File: config.mk
export PLATFORM = sky130hd
export DESIGN_NAME = panel_correct_coef_sequencer
export DESIGN_NICKNAME = d
export VERILOG_FILES = /design/src/rtl/panel_correct_pkg.sv /design/src/rtl/pc_offset_sat_stage.sv /design/src/rtl/panel_correct_coef_sequencer.sv
export SDC_FILE = /design/constraint.sdc
export NUM_CORES = 1
export LEC_CHECK = 0
export ABC_CLOCK_PERIOD_IN_PS = 3700
export CAP_MARGIN = 25
export CORE_ASPECT_RATIO = 0.75
export CORE_MARGIN = 10
export CORE_UTILIZATION = 50
export DETAILED_ROUTE_END_ITERATION = 10
export HOLD_SLACK_MARGIN = 0.02
export PLACE_DENSITY = 0.7
export SLEW_MARGIN = 5
export SYNTH_ARGS = -nofsm -noshare
export SYNTH_HDL_FRONTEND = slang
export SYNTH_SLANG_ARGS = --single-unit
File: constraint.sdc
create_clock -name clk -period 3.7 [get_ports clk]
set_clock_uncertainty 0.2 [all_clocks]
set_input_delay 0.74 -clock clk [delete_from_list [all_inputs] [get_ports clk]]
set_output_delay 0.74 -clock clk [all_outputs]
set_load 0.01 [all_outputs]
File: src/rtl/panel_correct_pkg.sv
// Shared constants, types and helpers for the Panel Correction coefficient
// offset sequencer and its add/clamp datapath.
package panel_correct_pkg;

  localparam int N_COEF = 9;
  localparam int AW     = 4;
  localparam int DW     = 16;
  localparam int CW     = 13;
  localparam int SW     = CW + 2;
  localparam int RD_LAT = 1;

  localparam logic [AW-1:0] LAST_IDX = AW'(N_COEF - 1);
  localparam logic [AW-1:0] N_COEF_A = AW'(N_COEF);

  // Indices that sit on the optical axis, packed lowest index first.
  localparam int                      N_ON_AXIS    = 3;
  localparam logic [N_ON_AXIS*AW-1:0] ON_AXIS_LIST = {4'd8, 4'd4, 4'd0};

  localparam logic        [CW-1:0] ON_AXIS_MAX  = 13'h1FFF;
  localparam logic        [CW-1:0] ON_AXIS_MIN  = 13'h0000;
  localparam logic signed [SW-1:0] OFF_AXIS_MAX = 15'sd4095;
  localparam logic signed [SW-1:0] OFF_AXIS_MIN = -15'sd4096;

  typedef enum logic [1:0] {
    ST_IDLE  = 2'd0,
    ST_READ  = 2'd1,
    ST_DRAIN = 2'd2
  } state_e;

  typedef enum logic {
    CLS_OFF_AXIS = 1'b0,
    CLS_ON_AXIS  = 1'b1
  } coef_class_e;

  // Side-band tag carried with each element from read issue to write-back.
  typedef struct packed {
    logic        valid;
    logic [AW-1:0] idx;
    coef_class_e cls;
  } tag_t;

  function automatic coef_class_e coef_class(input logic [AW-1:0] idx);
    coef_class_e cls;
    cls = CLS_OFF_AXIS;
    for (int k = 0; k < N_ON_AXIS; k++) begin
      if (ON_AXIS_LIST[k*AW +: AW] == idx) cls = CLS_ON_AXIS;
    end
    return cls;
  endfunction

endpackage

File: src/rtl/pc_offset_sat_stage.sv
// Two-stage add/clamp datapath, one element per cycle, no stall: stage 1 adds
// the offset in 15 bits, stage 2 clamps according to the coefficient class.
module pc_offset_sat_stage
  import panel_correct_pkg::*;
(
  input  logic            clk,
  input  logic            rst_n,
  input  logic            valid_i,
  input  logic [AW-1:0]   idx_i,
  input  coef_class_e     cls_i,
  input  logic [CW-1:0]   data_i,
  input  logic [CW-1:0]   ofs_i,
  output logic            valid_o,
  output logic [AW-1:0]   idx_o,
  output logic [DW-1:0]   data_o,
  output logic            sat_o,
  output logic            active_o
);

  logic [SW-1:0] data_ext;
  logic [SW-1:0] ofs_ext;
  logic [SW-1:0] sum_d;

  logic          s1_valid_q;
  logic [AW-1:0] s1_idx_q;
  coef_class_e   s1_cls_q;
  logic [SW-1:0] s1_sum_q;

  logic [CW-1:0] clamp_val;
  logic          clamp_sat;
  logic [DW-1:0] result_d;

  logic          s2_valid_q;
  logic [AW-1:0] s2_idx_q;
  logic [DW-1:0] s2_data_q;
  logic          s2_sat_q;

  // On-axis data is an unsigned magnitude; off-axis data is two's complement.
  always_comb begin
    // NOTE: every always_comb output gets an unconditional default first so no latch is inferred.
    data_ext = {{(SW-CW){data_i[CW-1]}}, data_i};
    if (cls_i == CLS_ON_AXIS) data_ext = {{(SW-CW){1'b0}}, data_i};
    ofs_ext = {{(SW-CW){ofs_i[CW-1]}}, ofs_i};
    sum_d   = data_ext + ofs_ext;
  end

  always_ff @(posedge clk or negedge rst_n) begin
    // NOTE: state is written with non-blocking assignments so all registers update together on the edge.
    if (!rst_n) begin
      s1_valid_q <= 1'b0;
      s1_idx_q   <= '0;
      s1_cls_q   <= CLS_OFF_AXIS;
      s1_sum_q   <= '0;
    end else begin
      s1_valid_q <= valid_i;
      if (valid_i) begin
        s1_idx_q <= idx_i;
        s1_cls_q <= cls_i;
        s1_sum_q <= sum_d;
      end
    end
  end

  always_comb begin
    clamp_val = s1_sum_q[CW-1:0];
    clamp_sat = 1'b0;
    if (s1_cls_q == CLS_ON_AXIS) begin
      unique case (s1_sum_q[SW-1 -: 2])
        2'b00: clamp_sat = 1'b0;
        2'b01: begin
          clamp_val = ON_AXIS_MAX;
          clamp_sat = 1'b1;
        end
        default: begin
          clamp_val = ON_AXIS_MIN;
          clamp_sat = 1'b1;
        end
      endcase
    end else if ($signed(s1_sum_q) > OFF_AXIS_MAX) begin
      clamp_val = OFF_AXIS_MAX[CW-1:0];
      clamp_sat = 1'b1;
    end else if ($signed(s1_sum_q) < OFF_AXIS_MIN) begin
      clamp_val = OFF_AXIS_MIN[CW-1:0];
      clamp_sat = 1'b1;
    end
    result_d = {{(DW-CW){clamp_val[CW-1]}}, clamp_val};
    if (s1_cls_q == CLS_ON_AXIS) result_d = {{(DW-CW){1'b0}}, clamp_val};
  end

  always_ff @(posedge clk or negedge rst_n) begin
    if (!rst_n) begin
      s2_valid_q <= 1'b0;
      s2_idx_q   <= '0;
      s2_data_q  <= '0;
      s2_sat_q   <= 1'b0;
    end else begin
      s2_valid_q <= s1_valid_q;
      s2_sat_q   <= s1_valid_q && clamp_sat;
      if (s1_valid_q) begin
        s2_idx_q  <= s1_idx_q;
        s2_data_q <= result_d;
      end
    end
  end

  assign valid_o  = s2_valid_q;
  assign idx_o    = s2_idx_q;
  assign data_o   = s2_data_q;
  assign sat_o    = s2_sat_q;
  assign active_o = s1_valid_q || s2_valid_q;

endmodule

File: src/rtl/panel_correct_coef_sequencer.sv
// Runs one offset pass over the coefficient table: reads each entry, adds its
// per-index offset with saturation and writes the result back in place.
module panel_correct_coef_sequencer
  import panel_correct_pkg::*;
(
  input  logic          clk,
  input  logic          rst_n,
  input  logic          cmd_start,
  output logic          busy,
  output logic          done,
  input  logic          ofs_we,
  input  logic [AW-1:0] ofs_addr,
  input  logic [DW-1:0] ofs_wdata,
  output logic          ofs_err,
  output logic          ram_rd,
  output logic [AW-1:0] ram_raddr,
  input  logic [DW-1:0] ram_rdata,
  output logic          ram_wr,
  output logic [AW-1:0] ram_waddr,
  output logic [DW-1:0] ram_wdata,
  output logic [3:0]    sat_cnt
);

  state_e        state_q, state_d;
  logic [AW-1:0] rd_cnt_q, rd_cnt_d;
  logic [CW-1:0] ofs_q [N_COEF];
  tag_t          rtag_q [RD_LAT];
  logic          ofs_err_q;
  logic [3:0]    sat_cnt_q;

  logic          start_ok;
  logic          ofs_accept;
  logic          rtag_busy;
  logic          pipe_active;
  logic          pipe_empty;
  logic [CW-1:0] ofs_sel;
  logic          wr_sat;
  tag_t          rtag_out;

  // Only the 13-bit value fields of the offset and RAM buses carry information.
  logic unused_hi_bits;
  assign unused_hi_bits = ^{ofs_wdata[DW-1:CW], ram_rdata[DW-1:CW]};

  assign start_ok   = (state_q == ST_IDLE) && cmd_start;
  assign ofs_accept = ofs_we && (state_q == ST_IDLE) && (ofs_addr < N_COEF_A);

  // FSM state register
  always_ff @(posedge clk or negedge rst_n) begin
    if (!rst_n) begin
      state_q  <= ST_IDLE;
      rd_cnt_q <= '0;
    end else begin
      state_q  <= state_d;
      rd_cnt_q <= rd_cnt_d;
    end
  end

  // FSM next state
  always_comb begin
    state_d  = state_q;
    rd_cnt_d = '0;
    unique case (state_q)
      ST_IDLE: begin
        if (cmd_start) state_d = ST_READ;
      end
      ST_READ: begin
        if (rd_cnt_q == LAST_IDX) state_d = ST_DRAIN;
        else                      rd_cnt_d = rd_cnt_q + 1'b1;
      end
      ST_DRAIN: begin
        if (pipe_empty) state_d = ST_IDLE;
      end
      default: state_d = ST_IDLE;
    endcase
  end

  // FSM outputs; done fires in the first DRAIN cycle after the last write.
  always_comb begin
    busy      = (state_q != ST_IDLE);
    ram_rd    = (state_q == ST_READ);
    ram_raddr = rd_cnt_q;
    done      = (state_q == ST_DRAIN) && pipe_empty;
  end

  always_ff @(posedge clk or negedge rst_n) begin
    // NOTE: the offset file is reset element by element because a reset must clear every offset.
    if (!rst_n) begin
      for (int k = 0; k < N_COEF; k++) ofs_q[k] <= '0;
    end else if (ofs_accept) begin
      ofs_q[ofs_addr] <= ofs_wdata[CW-1:0];
    end
  end

  always_ff @(posedge clk or negedge rst_n) begin
    if (!rst_n) ofs_err_q <= 1'b0;
    else        ofs_err_q <= ofs_we && !ofs_accept;
  end

  assign ofs_err = ofs_err_q;

  // Tag delay line matching the RAM read latency so index and class meet rdata.
  always_ff @(posedge clk or negedge rst_n) begin
    if (!rst_n) begin
      for (int k = 0; k < RD_LAT; k++) rtag_q[k] <= '0;
    end else begin
      rtag_q[0] <= '{valid: ram_rd, idx: rd_cnt_q, cls: coef_class(rd_cnt_q)};
      for (int k = 1; k < RD_LAT; k++) rtag_q[k] <= rtag_q[k-1];
    end
  end

  always_comb begin
    rtag_busy = 1'b0;
    for (int k = 0; k < RD_LAT; k++) rtag_busy = rtag_busy || rtag_q[k].valid;
    rtag_out = rtag_q[RD_LAT-1];
    ofs_sel  = '0;
    if (rtag_out.valid) ofs_sel = ofs_q[rtag_out.idx];
  end

  assign pipe_empty = !rtag_busy && !pipe_active;

  pc_offset_sat_stage u_sat_stage (
    .clk      (clk),
    .rst_n    (rst_n),
    .valid_i  (rtag_out.valid),
    .idx_i    (rtag_out.idx),
    .cls_i    (rtag_out.cls),
    .data_i   (ram_rdata[CW-1:0]),
    .ofs_i    (ofs_sel),
    .valid_o  (ram_wr),
    .idx_o    (ram_waddr),
    .data_o   (ram_wdata),
    .sat_o    (wr_sat),
    .active_o (pipe_active)
  );

  // Saturation counter for the current pass, sticky at 15.
  always_ff @(posedge clk or negedge rst_n) begin
    if (!rst_n) begin
      sat_cnt_q <= '0;
    end else if (start_ok) begin
      sat_cnt_q <= '0;
    end else if (ram_wr && wr_sat && (sat_cnt_q != 4'hF)) begin
      sat_cnt_q <= sat_cnt_q + 4'd1;
    end
  end

  assign sat_cnt = sat_cnt_q;

endmodule

==> results of run 1 <==
## worst min-delay path by stage
| stage | start | endpoint |
|---|---|---|
| after detailed placement | ram_raddr[1]$_DFF_PN0_ | rtag_out[2]$_DFF_PN0_ |
| after floorplan | rtag_busy$_DFF_PN0_ | u_sat_stage.s1_valid_q$_DFF_PN0_ |
| after global placement | ram_raddr[1]$_DFF_PN0_ | rtag_out[2]$_DFF_PN0_ |
| after CTS | rst_n | u_sat_stage.data_o[12]$_DFFE_PN0P_ |
| after global routing | rst_n | u_sat_stage.data_o[12]$_DFFE_PN0P_ |
| final | rst_n | u_sat_stage.data_o[12]$_DFFE_PN0P_ |
## per-stage QoR
stage / hold WS [ns] / worst slack, ns
floorplan: 0.152 / 0.261
global placement: 0.244 / 0.114
detailed placement: 0.253 / 0.0667
CTS: 0.178 / 0.000106
global route: 0.203 / 0.0000360
finish: 0.141 / 0.238
## sequential cells by signal, summed over array words and instances (netlist names)
register	count
u_sat_stage.s1_valid_q	1
u_sat_stage.valid_o	1
state_q	2
ofs_q	117
rtag_busy	1
sat_cnt	4
rtag_out	5
u_sat_stage.s1_cls_q	1
ofs_err	1
u_sat_stage.s1_idx_q	4
ram_raddr	4
u_sat_stage.s1_sum_q	15
u_sat_stage.sat_o	1
u_sat_stage.idx_o	4
u_sat_stage.data_o	14
## per-layer routing
layer | GRT usage, % | wire, µm
met1 | 23.9 | 8960
met2 | 25.7 | 8750
met3 | 4.80 | 811
met4 | 3.97 | 140
met5 | 0 | 13
## logic make-up after synthesis
kind of cell | after synthesis
flops | 175
mux | 171
buf+inv | 58
fa+ha+maj | 18
simple gates | 105
xor+xnor | 11
compound gates | 88
## cell usage in the layout (no fill, tap or decap), types with 2 or more instances in the layout
cell             count
dfrtp_1            174
mux2_2             119
clkdlybuf4s50_1     65
nand2_1             34
o21ai_0             33
mux4_2              26
nor2_1              24
inv_1               22
buf_4               20
ha_1                17
clkbuf_16           17
mux2i_1             14
o211ai_1            14
a21oi_1             13
mux2_4              10
nand3_1              7
xnor2_1              6
nand4_1              6
nor2b_1              5
xor2_1               5
bufinv_16            5
and2_1               4
nand2b_1             3
nand3b_1             3
nor3_1               3
a211o_1              3
o22ai_1              3
a211oi_1             3
buf_12               3
a21boi_0             2
and3_1               2
a31oi_1              2
o21a_1               2
a221o_1              2
o2bb2ai_1            2
nor3b_4              2
mux2_1               2
clkbuf_1             2
clkinv_2             2
clkinv_4             2
## critical path, stage by stage (launching register included)
cell       delay, ns
dfrtp_4         0.60
buf_12          0.22
mux4_2          0.52
mux2i_1         0.16
o21ai_0         0.13
ha_1            0.38
o211ai_1        0.11
nand2_1         0.10
o2111ai_2       0.20
buf_4           0.20
o2111a_1        0.21
a221o_1         0.28
## cell type report
cell class	instances	area share [%]
timing repair buffer	89	8.78
clock inverter	10	1.88
multi-input combinational	393	37.3
sequential	175	44.1
clock buffer	20	4.50
tap	210	2.64
inverter	22	0.831
## report_power, final
| group | leakage [nW] | switching, mW | internal, mW | total (mW) |
|---|---|---|---|---|
| Sequential | 2.28 | 0.421 | 2.54 | 2.96 |
| Clock | 0.310 | 0.732 | 1.21 | 1.94 |
| Combinational | 1.91 | 1.38 | 1.53 | 2.90 |
==> summary.md, run 1 <==
| Metric | Value |
|---|---|
| Site Rows | 40 |
| Share of Yosys cell area claimed by the top area cell type | 52.6% |
| Total number of vias | 5237 |
| Mean post-synth cell area | 13.3 µm² |
| Placed instance area | 9290 µm² |
| GRT Total Usage | 17.1% |
| Root buffer selected by CTS | clkbuf_16 |
| Buffer depth of the longest clock path | 2 |
| Die Ht | 132 µm |
| Worst slew margin relative to its limit | 36.1% |
| Vias in the first global route | 5538 |
| Post-Synth Adder-Cell Area | 2.80% |
| Setup violators final | 0 |
| Startpoint Class | flip-flop |
| Capture point of the worst reg-to-reg path | u_sat_stage.s1_sum_q[11]$_DFFE_PN0P_ |
| Main combinational cell family by area after synthesis | multiplexers |
| Post-route DRC | 0 |
| Area share of and/or/nand/nor cells after synthesis | 6.72% |
| Clk sink count | 175 |
| Multi-input gate area in the final layout | 3700 µm² |
| Post-cts repair resize count | 0 |
| Clock tree from TritonCTS | done |
| End of the critical path | u_sat_stage.s1_sum_q[11]$_DFFE_PN0P_ |
| Critical Path End Type | flip-flop |
| Xor and xnor area share after synthesis | 1.16% |
| Post-detail-place hpwl | 12.5 mm |
| Share of post-route cells with drive strength above 1 | 30.9% |
| Number of placed instances with taps included | 889 |
| Total Power | 7.80 mW |
| Net count after synthesis | 684 |
| Number of antenna violations at the first check in global routing | 2 |
| Die Width | 169 µm |
| Timing-limited maximum frequency | 289 MHz |
| Worst min-delay path class | primary input to async pin |
| Total number of nets in the final design | 756 |
| First-iteration detailed-routing DRC count | 309 |
| I/O pin total | 73 |
| Clock latency on the worst-skew pair | 0.42 ns |
| Outcome | finished clean |
| Pin count of the biggest net entering global routing | 82 |
| Fraction of the yosys area taken by sequential cells | 52.6% |
| Worst setup slack for register-to-register paths | 0.24 ns |
| Setup repair after global routing missed its margin | false |
| Commonest cells in the netlist | dfrtp_1 (175), mux2_2 (119), nand2_1 (34), o21ai_0 (34), mux4_2 (26) |
| Cts hold-fix bufs | 0 |
| CP Data Arrival Time | 3.56 ns |
| Fill cells | 1242 |
| Die area | 22300 µm² |
| Final Instance Area | 9940 µm² |
| Hold violation total from the final report | 0 |
| Dominant cell type by area after synthesis | dfrtp_1 |
| Placer Congestion | 0.850 |
| ANT nets after route | 0 |
| Combined flip-flop and latch cell area | 4380 µm² |
| Syn Inst Count | 626 |
| Primary FF master, synth | dfrtp_1 |
| Depth of the CTS H-tree | 4 |
| Least-Margin Pin Slew | 0.956 ns |
| Min cycle time layout | 3.46 ns |
| Area contributors post-synth | dfrtp_1 (53%), mux2_2 (16%), mux4_2 (7.0%) |
| Timing startpoint of the critical path | rtag_out[1]$_DFF_PN0_ |
| Number of diodes added for antenna fixing | 0 |
| Final WL | 18.7 mm |
| Clock input transition at the sequential cells of the worst setup and hold paths | 0.07 ns |
| Max capacitance violation total | 0 |
| Buffers on Ports | 66 |
| Total iterations of the first detailed-routing run | 4 |
| Async SR Flop Fraction | 100% |
| Area growth from synthesis to layout | 19.3% |
| Total setup buffers inserted after CTS | 0 |
| Share of the core filled with cells in the final layout | 61.5% |
| Accumulated negative setup slack | 0 ns |
| Area of the mapped netlist | 8330 µm² |
| Wire length of the first global-routing pass | 30.4 mm |
| Mean number of vias per cell | 5.70 |
| Highest net fanout along the worst path | 14 |
| Count of different cell masters after synthesis | 57 |
| Average wire length per cell after detail routing | 20.3 µm |
| Core area | 16200 µm² |
| Finished Layout Cells | 919 |
| Library cell with the highest instance count after synthesis | dfrtp_1 |
| Leftover overflow at the end of global routing | 0 |
| Max Transition Viols Final | 0 |
| CTS Buf Count | 17 |
| Complex-gate fraction of the synthesized area | 6.72% |
| CP required | 3.80 ns |
| Type of the worst setup path | flip-flop to flip-flop |
| Starting density of the core | 51.5% |
| R2R cell count | 11 |
| EDFF count, synth | 0 |
| Post-synthesis mux area share | 26.9% |
| VDD IR max | 0.772 mV |
| Final cycle utilization of the critical path | 93.6% |
| FF+latch count, synth | 175 |
| Power per unit of standard cell area | 785 nW/µm² |
| YS warnings | 0 |
| P_leak | 4.50 nW |
| Startpoint of the worst-slack reg-to-reg timing path | rtag_out[1]$_DFF_PN0_ |
Power figures use the tool's default switching activity.
==> run 2, diff against run 1 <==
--- a/config.mk
+++ b/config.mk
@@ -13,6 +13,8 @@
 export DETAILED_ROUTE_END_ITERATION = 10
 export HOLD_SLACK_MARGIN = 0.02
 export PLACE_DENSITY = 0.7
+export SETUP_SLACK_MARGIN = 0.15
+export SKIP_CTS_REPAIR_TIMING = 1
 export SLEW_MARGIN = 5
 export SYNTH_ARGS = -nofsm -noshare
 export SYNTH_HDL_FRONTEND = slang
==> summary.md, run 2 (synthesized netlist as in run 1, its figures left out) <==
| Metric | Value |
|---|---|
| Setup violators final | 0 |
| Minimum hold slack | 0.149 ns |
| CTS Buf Count | 17 |
| Post-detail-place hpwl | 12.5 mm |
| Clock input transition at the sequential cells of the worst setup and hold paths | 0.07 ns |
| Largest register FFs | 117 |
| Buffer depth of the longest clock path | 2 |
| Clock tree from TritonCTS | done |
| Mean number of vias per cell | 5.71 |
| Wire length of the first global-routing pass | 30.4 mm |
| Timing startpoint of the critical path | rtag_out[1]$_DFF_PN0_ |
| Root buffer selected by CTS | clkbuf_16 |
| Highest net fanout along the worst path | 13 |
| Starting density of the core | 51.5% |
| Total number of nets in the final design | 761 |
| Post-route DRC | 0 |
| Average wire length per cell after detail routing | 20.3 µm |
| Grt met3 use | 4.80% |
| Finished Layout Cells | 924 |
| Max capacitance violation total | 0 |
| Total iterations of the first detailed-routing run | 5 |
| Startpoint Class | flip-flop |
| Capture point of the worst reg-to-reg path | u_sat_stage.s1_sum_q[13]$_DFFE_PN0P_ |
| I/O pin total | 73 |
| Pin count of the biggest net entering global routing | 82 |
| Timing-limited maximum frequency | 291 MHz |
| Share of post-route cells with drive strength above 1 | 31.4% |
| Accumulated negative setup slack | 0 ns |
| Placer Congestion | 0.850 |
| Min cycle time layout | 3.44 ns |
| Power per unit of standard cell area | 789 nW/µm² |
| Met1 usage in global routing | 23.9% |
| VDD IR max | 0.655 mV |
| Die area | 22300 µm² |
| Final cycle utilization of the critical path | 92.9% |
| Worst min-delay path class | primary input to async pin |
| Die Ht | 132 µm |
| Vias in the first global route | 5538 |
| CP Data Arrival Time | 3.55 ns |
| Depth of the CTS H-tree | 4 |
| Hold violation total from the final report | 0 |
| ANT nets after route | 0 |
| Share of the core filled with cells in the final layout | 61.8% |
| Area growth from synthesis to layout | 20.1% |
| Most Used Layer, Global Route | met2 |
| Clk sink count | 175 |
| Site Rows | 40 |
| Final WL | 18.8 mm |
| Leftover overflow at the end of global routing | 0 |
| Commonest non-fill, non-tap cells in the layout | dfrtp_1 (174), mux2_2 (119), clkdlybuf4s50_1 (65), nand2_1 (34), o21ai_0 (31) |
| Max Transition Viols Final | 0 |
| Setup repair after global routing missed its margin | false |
| Top reg by flops | ofs_q |
| Worst setup slack for register-to-register paths | 0.26 ns |
| Clock latency on the worst-skew pair | 0.42 ns |
| Number of antenna violations at the first check in global routing | 2 |
| Met2 global-route usage | 25.7% |
| Buffers on Ports | 66 |
| Least-Margin Pin Slew | 0.931 ns |
| Critical Path End Type | flip-flop |
| Outcome | finished clean |
| Core area | 16200 µm² |
| Most common cell after layout, fill and taps aside | dfrtp_1 |
| R2R cell count | 11 |
| Worst slew margin relative to its limit | 37.8% |
| Die Width | 169 µm |
| GRT Total Usage | 17.1% |
| Type of the worst setup path | flip-flop to flip-flop |
| Number of diodes added for antenna fixing | 0 |
| First-iteration detailed-routing DRC count | 296 |
| Number of placed instances with taps included | 889 |
| P_leak | 4.53 nW |
| CP required | 3.81 ns |
| Startpoint of the worst-slack reg-to-reg timing path | rtag_out[1]$_DFF_PN0_ |
| Total number of vias | 5279 |
## run 2: worst max-delay path by stage
stage                                           end  slack (ns)  cells past startpoint
3_5_place_dp   u_sat_stage.s1_sum_q[13]$_DFFE_PN0P_        0.07                      9
4_1_cts        u_sat_stage.s1_sum_q[11]$_DFFE_PN0P_      0.0001                      9
2_1_floorplan  u_sat_stage.s1_sum_q[13]$_DFFE_PN0P_        0.26                     11
5_1_grt        u_sat_stage.s1_sum_q[11]$_DFFE_PN0P_        0.13                     12
3_3_place_gp   u_sat_stage.s1_sum_q[13]$_DFFE_PN0P_        0.11                      9
6_report       u_sat_stage.s1_sum_q[13]$_DFFE_PN0P_        0.26                     11
## run 2: stage by stage
step / total power, mW / setup WS (ns) / cell area, µm²
after floorplan: 4.82 / 0.261 / 8330
after global placement: 5.74 / 0.114 / 9290
after detailed placement: 5.87 / 0.0667 / 9290
after CTS: 7.86 / 0.000106 / 9920
after global routing: 8.37 / 0.128 / 10000
final: 7.89 / 0.261 / 10000
## run 2: metal layers
| layer | vias to the layer above | part of all wire, % |
|---|---|---|
| li1 | 2429 | - |
| met1 | 2752 | 48 |
| met2 | 90 | 47 |
| met3 | 6 | 4.8 |
| met4 | 2 | 0.39 |
| met5 | - | 0.069 |
## run 2: critical path, cell delays in order, from the launching register on
cell and delay [ns]:
dfrtp_4 0.50, buf_12 0.16, buf_16 0.16, mux4_2 0.33, mux2i_1 0.06, o21ai_0 0.54, ha_1 0.40, nand4_1 0.16
o22ai_1 0.10, a211oi_1 0.27, o21ai_0 0.14, a221o_1 0.30
## run 2: layout make-up
cell class	instances	area, µm²
clock inverters	10	186
multi-input cells	393	3700
well taps	210	263
repair buffers	94	933
fillers	1236	6170
inverters	22	82.6
flip-flops and latches	175	4380
clock buffers	20	447
## run 2: power by group
| part | switching, mW | internal (mW) |
|---|---|---|
| combinational | 1.43 | 1.59 |
| sequential | 0.386 | 2.54 |
| clock | 0.729 | 1.21 |
==> run 3, diff against run 2 <==
--- a/config.mk
+++ b/config.mk
@@ -13,6 +13,7 @@
 export DETAILED_ROUTE_END_ITERATION = 10
 export HOLD_SLACK_MARGIN = 0.02
 export PLACE_DENSITY = 0.7
+export REMOVE_ABC_BUFFERS = 1
 export SETUP_SLACK_MARGIN = 0.15
 export SKIP_CTS_REPAIR_TIMING = 1
 export SLEW_MARGIN = 5
==> summary.md, run 3 (synthesized netlist as in run 1, its figures left out) <==
| Metric | Value |
|---|---|
| Worst setup slack for register-to-register paths | 0.31 ns |
| Total number of vias | 5276 |
| GRT Total Usage | 17.1% |
| Kind of cell with the highest combined delay on the critical path | compound AO/OA/AOI/OAI gates |
| Hold violation total from the final report | 0 |
| CP Data Arrival Time | 3.50 ns |
| CP bufs+invs | 1 |
| VDD IR max | 0.452 mV |
| Final cycle utilization of the critical path | 91.7% |
| Top reg by flops | ofs_q |
| Clock tree from TritonCTS | done |
| Timing-limited maximum frequency | 295 MHz |
| Power per unit of standard cell area | 780 nW/µm² |
| Highest net fanout along the worst path | 7 |
| Critical Path End Type | flip-flop |
| Pre-CTS setup slack | -0.0283 ns |
| I/O pin total | 73 |
| Die Ht | 132 µm |
| Die Width | 169 µm |
| ANT nets after route | 0 |
| Die area | 22300 µm² |
| Root buffer selected by CTS | clkbuf_16 |
| Worst min-delay path class | primary input to async pin |
| Site Rows | 40 |
| Max Transition Viols Final | 0 |
| Depth of the CTS H-tree | 4 |
| Total Power | 7.84 mW |
| Least-Margin Pin Slew | 0.917 ns |
| Starting density of the core | 51.5% |
| Setup violators final | 0 |
| Placer Congestion | 0.841 |
| Largest register FFs | 117 |
| Post-route DRC | 0 |
| Number of diodes added for antenna fixing | 0 |
| Clk sink count | 175 |
| Startpoint Class | flip-flop |
| Outcome | finished clean |
| P_leak | 4.57 nW |
| Wire length of the first global-routing pass | 30.4 mm |
| Average wire length per cell after detail routing | 20.1 µm |
| Finished Layout Cells | 934 |
| Cells along the critical path | nor4_2, buf_4, nand2_1, o21ai_1, ha_1, o21ai_0, o21bai_2, o2111ai_2, o21ai_0, a221o_1 |
| Mean number of vias per cell | 5.65 |
| Buffer depth of the longest clock path | 2 |
| Worst slew margin relative to its limit | 38.9% |
| Type of the worst setup path | flip-flop to flip-flop |
| Final WL | 18.7 mm |
| Area growth from synthesis to layout | 20.7% |
| Final Instance Area | 10000 µm² |
| Total iterations of the first detailed-routing run | 5 |
| Min cycle time layout | 3.39 ns |
| Accumulated negative setup slack | 0 ns |
| CTS Buf Count | 17 |
| Max capacitance violation total | 0 |
| Number of antenna violations at the first check in global routing | 0 |
| Share of the core filled with cells in the final layout | 62.2% |
| Post-detail-place hpwl | 12.5 mm |
| Vias in the first global route | 5664 |
| Setup repair after global routing missed its margin | false |
| Final worst setup slack | 0.307 ns |
| Clock input transition at the sequential cells of the worst setup and hold paths | 0.07 ns |
| Minimum hold slack | 0.184 ns |
| Cell with the largest stage delay on the worst path | nor4_2 |
| Pin count of the biggest net entering global routing | 100 |
| Most common cell after layout, fill and taps aside | dfrtp_1 |
| Leftover overflow at the end of global routing | 0 |
| Buffers on Ports | 66 |
| Total number of nets in the final design | 769 |
| Share of post-route cells with drive strength above 1 | 33.0% |
| Clock latency on the worst-skew pair | 0.42 ns |
| Number of placed instances with taps included | 901 |
| Placed instance area | 9380 µm² |
| Commonest non-fill, non-tap cells in the layout | dfrtp_1 (174), mux2_2 (119), clkdlybuf4s50_1 (65), nand2_1 (34), buf_4 (31) |
| CP required | 3.81 ns |
| Core area | 16200 µm² |
| First-iteration detailed-routing DRC count | 303 |
| Most frequent cell on the critical path | o21ai_0 |
| Crit path largest cell delay | 0.54 ns |
run 3: final cells by class:
class                           count  area [µm²]
Clock buffer                       18         439
Clock inverter                     14         190
Fill cell                        1220        6120
Inverter                           22        82.6
Multi-Input combinational cell    393        3720
Sequential cell                   175        4380
Tap cell                          210         263
Timing Repair Buffer              102         977
run 3: path summary, 6_finish.rpt:
kind / start / end / depth (start not counted)
max: rtag_out[1]$_DFF_PN0_ / u_sat_stage.s1_sum_q[13]$_DFFE_PN0P_ / 10
min: rst_n / u_sat_stage.data_o[0]$_DFFE_PN0P_ / 1
max reg2reg: rtag_out[1]$_DFF_PN0_ / u_sat_stage.s1_sum_q[13]$_DFFE_PN0P_ / 10
min reg2reg: ram_raddr[1]$_DFF_PN0_ / rtag_out[2]$_DFF_PN0_ / 0
max in group asynchronous: rst_n / ofs_q[115]$_DFFE_PN0P_ / 2
min in group clk: ram_raddr[1]$_DFF_PN0_ / rtag_out[2]$_DFF_PN0_ / 0
run 3: report_power, final:
part	switching, mW	internal, mW
logic	1.45	1.58
registers	0.368	2.53
clock network	0.755	1.15
run 3: metal layers:
| metal | wire (µm) | vias to the layer above | global-route usage (%) |
|---|---|---|---|
| li1 | - | 2445 | - |
| met1 | 9230 | 2719 | 24.3 |
| met2 | 8540 | 98 | 25.4 |
| met3 | 781 | 14 | 3.96 |
| met4 | 199 | 0 | 4.88 |
| met5 | 0 | - | 0 |
